--- config.mk ---
export PLATFORM = sky130hd
export DESIGN_NAME = io_channel_unit_flat
export DESIGN_NICKNAME = d
export VERILOG_FILES = /design/src/rtl/io_channel_unit_pkg.sv /design/src/rtl/io_channel_unit_if.sv /design/src/rtl/io_out_fifo.sv /design/src/rtl/io_channel_unit.sv /design/src/flat_wrapper.sv
export SDC_FILE = /design/constraint.sdc
export NUM_CORES = 1
export LEC_CHECK = 0
export ABC_AREA = 1
export CAP_MARGIN = 25
export CORE_ASPECT_RATIO = 0.6
export CORE_UTILIZATION = 60
export DETAILED_ROUTE_END_ITERATION = 8
export HOLD_SLACK_MARGIN = 0.1
export PLACE_DENSITY = 0.8
export SETUP_SLACK_MARGIN = 0.02
export SLEW_MARGIN = 20
export SYNTH_ARGS = -nofsm -noshare
export SYNTH_HDL_FRONTEND = slang
export SYNTH_SLANG_ARGS = --single-unit
--- constraint.sdc ---
create_clock -name clock -period 3.35 [get_ports clock]
set_input_delay 0.8375 -clock clock [delete_from_list [all_inputs] [get_ports clock]]
set_output_delay 0.8375 -clock clock [all_outputs]
set_load 0.02 [all_outputs]
--- src/rtl/io_channel_unit_pkg.sv ---
// Shared types and channel-map constants for the I/O channel responder.
package io_channel_unit_pkg;

  localparam logic [3:0] CH_IN_LO  = 4'd3;
  localparam logic [3:0] CH_IN_HI  = 4'd7;
  localparam logic [3:0] CH_OUT_LO = 4'd8;

  typedef enum logic [1:0] {ChZero, ChScratch, ChIn, ChOut} ch_kind_e;

  typedef struct packed {
    logic        write_en;
    logic [3:0]  sel;
    logic [14:0] wr_data;
  } ctrl_t;

  typedef struct packed {
    logic [3:0]  ch;
    logic [14:0] data;
  } io_entry_t;

  function automatic ch_kind_e ch_kind(input logic [3:0] ch);
    if (ch == 4'd0)           return ChZero;
    else if (ch < CH_IN_LO)   return ChScratch;
    else if (ch <= CH_IN_HI)  return ChIn;
    else                      return ChOut;
  endfunction

endpackage

--- src/rtl/io_channel_unit_if.sv ---
// Decode-stage channel port plus peripheral input/output streams.
interface io_channel_unit_if;

  logic [3:0]  ch_sel;
  logic        ch_write_en;
  logic [14:0] ch_wr_data;
  logic [14:0] ch_rd_data;
  logic        ch_stall;
  logic        in_valid;
  logic [3:0]  in_ch;
  logic [14:0] in_data;
  logic        out_valid;
  logic [3:0]  out_ch;
  logic [14:0] out_data;
  logic        out_ready;

  modport master (
    output ch_sel, ch_write_en, ch_wr_data, in_valid, in_ch, in_data, out_ready,
    input  ch_rd_data, ch_stall, out_valid, out_ch, out_data
  );

  modport slave (
    input  ch_sel, ch_write_en, ch_wr_data, in_valid, in_ch, in_data, out_ready,
    output ch_rd_data, ch_stall, out_valid, out_ch, out_data
  );

endinterface

--- src/rtl/io_out_fifo.sv ---
// Outbound channel-write FIFO; head is driven from storage, never from the push data.
module io_out_fifo #(
  parameter int unsigned DEPTH = 4,
  parameter type         T     = io_channel_unit_pkg::io_entry_t
) (
  input  logic clk_i,
  input  logic rst_ni,
  input  logic push_i,
  input  T     data_i,
  output logic full_o,
  input  logic pop_i,
  output logic empty_o,
  output T     head_o
);

  localparam int unsigned PtrW = $clog2(DEPTH);
  localparam logic [PtrW:0] CntFull = (PtrW + 1)'(DEPTH);

  T                mem_q [DEPTH];
  logic [PtrW-1:0] wptr_q, wptr_d, rptr_q, rptr_d;
  logic [PtrW:0]   cnt_q, cnt_d;
  logic            do_push, do_pop;

  assign full_o  = (cnt_q == CntFull);
  assign empty_o = (cnt_q == '0);
  assign do_push = push_i && !full_o;
  assign do_pop  = pop_i && !empty_o;

  always_comb begin
    wptr_d = wptr_q;
    rptr_d = rptr_q;
    cnt_d  = cnt_q;
    if (do_push) wptr_d = wptr_q + 1'b1;
    if (do_pop)  rptr_d = rptr_q + 1'b1;
    unique case ({do_push, do_pop})
      2'b10:   cnt_d = cnt_q + 1'b1;
      2'b01:   cnt_d = cnt_q - 1'b1;
      default: cnt_d = cnt_q;
    endcase
  end

  always_comb begin
    head_o = '0;
    if (!empty_o) head_o = mem_q[rptr_q];
  end

  always_ff @(posedge clk_i or negedge rst_ni) begin
    if (!rst_ni) begin
      wptr_q <= '0;
      rptr_q <= '0;
      cnt_q  <= '0;
    end else begin
      wptr_q <= wptr_d;
      rptr_q <= rptr_d;
      cnt_q  <= cnt_d;
    end
  end

  // Storage needs no reset: the head is masked to zero while empty.
  always_ff @(posedge clk_i) begin
    if (do_push) mem_q[wptr_q] <= data_i;
  end

endmodule

--- src/rtl/io_channel_unit.sv ---
// Channel register file answering the decode stage, with input latching and an output FIFO.
module io_channel_unit
  import io_channel_unit_pkg::*;
#(
  parameter int unsigned DEPTH = 4
) (
  input logic               clock,
  input logic               rst_l,
  io_channel_unit_if.slave  bus
);

  ctrl_t       ctrl;
  logic [14:0] chan_q [16];
  logic [14:0] chan_d [16];
  logic        out_wr, push, pop, fifo_full, fifo_empty;
  io_entry_t   head, entry;

  always_comb begin
    ctrl.write_en = bus.ch_write_en;
    ctrl.sel      = bus.ch_sel;
    ctrl.wr_data  = bus.ch_wr_data;
  end

  assign out_wr     = ctrl.write_en && (ch_kind(ctrl.sel) == ChOut);
  assign push       = out_wr && !fifo_full;
  assign pop        = bus.out_ready && !fifo_empty;
  assign entry.ch   = ctrl.sel;
  assign entry.data = ctrl.wr_data;

  assign bus.ch_stall   = out_wr && fifo_full;
  assign bus.ch_rd_data = chan_q[ctrl.sel];
  assign bus.out_valid  = !fifo_empty;
  assign bus.out_ch     = head.ch;
  assign bus.out_data   = head.data;

  // CPU and peripheral target disjoint channel ranges, so the updates never collide.
  always_comb begin
    chan_d = chan_q;
    if (ctrl.write_en && ch_kind(ctrl.sel) == ChScratch) chan_d[ctrl.sel] = ctrl.wr_data;
    if (push) chan_d[ctrl.sel] = ctrl.wr_data;
    if (bus.in_valid && ch_kind(bus.in_ch) == ChIn) chan_d[bus.in_ch] = bus.in_data;
    chan_d[0] = '0;
  end

  always_ff @(posedge clock or negedge rst_l) begin
    if (!rst_l) chan_q <= '{default: '0};
    else        chan_q <= chan_d;
  end

  io_out_fifo #(
    .DEPTH (DEPTH),
    .T     (io_entry_t)
  ) u_fifo (
    .clk_i   (clock),
    .rst_ni  (rst_l),
    .push_i  (push),
    .data_i  (entry),
    .full_o  (fifo_full),
    .pop_i   (pop),
    .empty_o (fifo_empty),
    .head_o  (head)
  );

endmodule
--- src/flat_wrapper.sv ---
// flat-port wrapper written by rule: the top's interface ports become plain ports
module io_channel_unit_flat import io_channel_unit_pkg::*;
#(
  parameter int unsigned DEPTH = 4
)
  (clock, rst_l, bus_ch_sel, bus_ch_write_en, bus_ch_wr_data, bus_in_valid, bus_in_ch, bus_in_data, bus_out_ready, bus_ch_rd_data, bus_ch_stall, bus_out_valid, bus_out_ch, bus_out_data);
  io_channel_unit_if bus_i ();
  input logic clock;
  input logic rst_l;
  input wire logic [$bits(bus_i.ch_sel)-1:0] bus_ch_sel;
  input wire logic [$bits(bus_i.ch_write_en)-1:0] bus_ch_write_en;
  input wire logic [$bits(bus_i.ch_wr_data)-1:0] bus_ch_wr_data;
  input wire logic [$bits(bus_i.in_valid)-1:0] bus_in_valid;
  input wire logic [$bits(bus_i.in_ch)-1:0] bus_in_ch;
  input wire logic [$bits(bus_i.in_data)-1:0] bus_in_data;
  input wire logic [$bits(bus_i.out_ready)-1:0] bus_out_ready;
  output wire logic [$bits(bus_i.ch_rd_data)-1:0] bus_ch_rd_data;
  output wire logic [$bits(bus_i.ch_stall)-1:0] bus_ch_stall;
  output wire logic [$bits(bus_i.out_valid)-1:0] bus_out_valid;
  output wire logic [$bits(bus_i.out_ch)-1:0] bus_out_ch;
  output wire logic [$bits(bus_i.out_data)-1:0] bus_out_data;
  assign bus_i.ch_sel = bus_ch_sel;
  assign bus_i.ch_write_en = bus_ch_write_en;
  assign bus_i.ch_wr_data = bus_ch_wr_data;
  assign bus_i.in_valid = bus_in_valid;
  assign bus_i.in_ch = bus_in_ch;
  assign bus_i.in_data = bus_in_data;
  assign bus_i.out_ready = bus_out_ready;
  assign bus_ch_rd_data = bus_i.ch_rd_data;
  assign bus_ch_stall = bus_i.ch_stall;
  assign bus_out_valid = bus_i.out_valid;
  assign bus_out_ch = bus_i.out_ch;
  assign bus_out_data = bus_i.out_data;
  io_channel_unit #(.DEPTH(DEPTH)) u_core (.clock(clock), .rst_l(rst_l), .bus(bus_i));
endmodule
==> results.toml <==
[finish]
fin_area_sq_um = 17200
n_fill_cell = 1727
final_core_util_pct = 73.0
layout-drive-gt1-share_pct = 7.63
mostFrequentLayoutCells = "799 x nand2_1, 232 x dfrtp_1, 186 x o21ai_0"
layoutNonFillerInstCount = 2295
syn_to_final_growth_pct = 17.1
num-nets-final = 2007
final_common_cell = "nand2_1"
n_antenna_cell = 0

[clocking]
tritoncts = "built"
numCtsBuffers = 28
clock_path_buffers = 3
root_buffer = "clkbuf_16"
path_clk_slew_ns = 0.07
htree_levels = 1
clkLatencyLatePin_ns = 0.56
clkSinkCount = 308

[synthesis]
syn-cell-area_sq_um = 14600
yosys.cell_types.count = 24
ys_warn_count = 0
synthCells = 1876
synth_fp_nets = 1925
synth-seq-cells = 308
synth-seq-area-share_pct = 55.2
yosys.area.top_type_share_pct = 39.6
synth_area_leader_cell = "dfrtp_1"
syn_area_per_cell_sq_um = 7.81
synthTopCellsByArea = "dfrtp_1 40%, nand2_1 20%, edfxtp_1 16%"

[placed_design]
gp_congestion = 0.998
placed_cell_area_sq_um = 16100
port-buffer-count = 78
dp.cells = 2242
hpwl_um = 28100

[die]
dieArea_sq_um = 25100
rows = 43
die_w_um = 204
core_sq_um = 23500
initial_utilization_pct = 62.3
dieHeight_um = 123
io_pins = 79

[setup_path]
cp_max_fo = 10
path_cells = "buf_2 > buf_12 > nor2_2 > buf_4 > nand2_1 > nand2_1 > nor2_1 > nor2_1 > nor2_1 > nand2_1 > dlygate4sd2_1"
worstSetupPathType = "input pin to primary output"
setup.worst_path.start = "bus_ch_sel[1]"
worst_r2r_endpoint = "u_core.u_fifo.cnt_q[1]$_DFFE_PN0P_"
crit_buf_inv = 4
r2r-start = "u_core.u_fifo.cnt_q[0]$_DFFE_PN0P_"
worst_setup_path_start_kind = "input pin"
cp.required_ns = 2.51
critical_path.top_delay_family = "buffers and inverters"
worstPathArrival_ns = 2.43
crit_path_max_incr_delay_ns = 0.34
end_kind = "primary output"
rrSetupSlack_ns = 1.30
r2r_cells = 7
crit_slowest_cell = "dlygate4sd2_1"

[timing]
relSlewSlack_pct = 47.1
rsz0062_at_grt = "no"
setup_viol_count_final = 0
min_period_over_period_pct = 97.6
clock.fmax_mhz = 306
tightest_slew_ns = 0.792
hold_viol = 0
period_minus_slack_ns = 3.27
fin_skew_ns = 0.0279
final_max_slew_viol_count = 0

[routing]
routedWlPerCell_um = 18.1
viasPerCell = 5.73
drtIter0Drc = 1756
via_count = 13148
ant_nets = 0
dr.pass1.iters = 7
drcViolationCount = 0
wirelength_um = 41500

[worst_hold_path]
hp-class = "input pin to asynchronous set/reset pin"

[grt]
grt.total_usage_pct = 33.9
antenna_found_initial = 1
grt_pass1_wl_um = 65800
overflow = 0
grt_pass1_vias = 12411
grt_max_degree = 81

[power_and_ir_drop]
p_per_area_nw_per_um2 = 745
vdd_drop_max_mv = 0.473
power_leakage_uw = 0.00845

[run_status]
status = "completed"

[run]
maxCapViolations = 0
## area by class of cell
class                      instances  area, sq um  share of cell area, %
tap                              315          394                   2.30
clock inverter                    15          179                   1.04
multi-input combinational       1364         5740                   33.5
sequential                       308         8090                   47.1
clock buffer                      37          816                   4.76
inverter                          90          340                   1.98
timing repair buffer             166         1600                   9.31
## worst reg2reg max path, delay by kind of cell (launching register included)
| family | cells | cell delay (ns) |
|---|---|---|
| adder cells (fa/ha/maj) | 2 | 0.64 |
| flip-flops | 1 | 0.42 |
| AND/OR/NAND/NOR | 2 | 0.33 |
| AO/OA/AOI/OAI | 1 | 0.18 |
| buffers and inverters | 2 | 0.41 |
## synth_stat cells, drive strengths merged
| cell | n |
|---|---|
| nor2 | 157 |
| o21ai | 250 |
| dfrtp | 232 |
| inv | 89 |
| nand3 | 109 |
| buf | 51 |
| clkinv | 1 |
| clkbuf | 63 |
| edfxtp | 76 |
| fa | 1 |
| nor3 | 3 |
| a21oi | 34 |
| xor2 | 3 |
| ha | 5 |
| nand2 | 799 |
| nand4 | 1 |
| xnor2 | 2 |
## worst max path at each step
| stage | endpoint | slack, ns | cells past startpoint |
|---|---|---|---|
| final | bus_ch_rd_data[10] | 0.08 | 11 |
| after global routing | bus_ch_rd_data[10] | 0.03 | 11 |
| after CTS | bus_out_data[1] | 0.11 | 6 |
| after detailed placement | bus_ch_rd_data[2] | -0.36 | 9 |
| after global placement | bus_ch_rd_data[2] | -0.30 | 9 |
| after floorplan | bus_ch_rd_data[4] | 0.63 | 10 |
## state kept, by name (all words and copies together), names as in the netlist
| name | cells |
|---|---|
| u_core.u_fifo.wptr_q | 2 |
| u_core.u_fifo.rptr_q | 2 |
| u_core.u_fifo.cnt_q | 3 |
| u_core.chan_q | 225 |
| u_core.u_fifo.mem_q | 76 |
## metal layers
metal,track usage (%),wire (um),vias to the layer above
li1,-,-,6126
met1,49.3,17600,6252
met4,10.1,1070,0
met3,7.83,4660,87
met2,51.0,18200,683
met5,0,0,-
## report_power, final
part	switching [uW]	internal (uW)	total (uW)
combinational	2380	1530	3910
clock	1430	2020	3450
sequential	616	4800	5410
total	4440	8340	12800
## what timing repair did
item                       in CTS  in global routing
setup buffers                   1                  0
pin swaps                       1                  0
setup endpoints to repair      15                  4
hold buffers                    0                  0
gates resized for setup        27                  4
## cells by family (layout without fill, tap and decap cells)
logic type / Yosys count / in the layout / share of synthesized area, %
adder cells (fa/ha/maj): 6 / 6 / 0.564
flip-flops: 308 / 308 / 55.2
AND/OR/NAND/NOR: 1069 / 1069 / 28.5
AO/OA/AOI/OAI: 284 / 284 / 9.71
buffers and inverters: 204 / 308 / 5.71
XOR/XNOR: 5 / 5 / 0.299
## stage by stage
stage | setup slack, ns | hold slack (ns) | TNS [ns] | power, uW
2_1_floorplan | 0.626 | 0.453 | 0 | 7740
3_3_place_gp | -0.298 | 0.466 | -4.11 | 9090
3_5_place_dp | -0.361 | 0.474 | -4.84 | 9290
4_1_cts | 0.115 | 0.284 | 0 | 12700
5_1_grt | 0.0300 | 0.311 | 0 | 13400
6_report | 0.0805 | 0.245 | 0 | 12800
(Power assumes the default switching activity.)
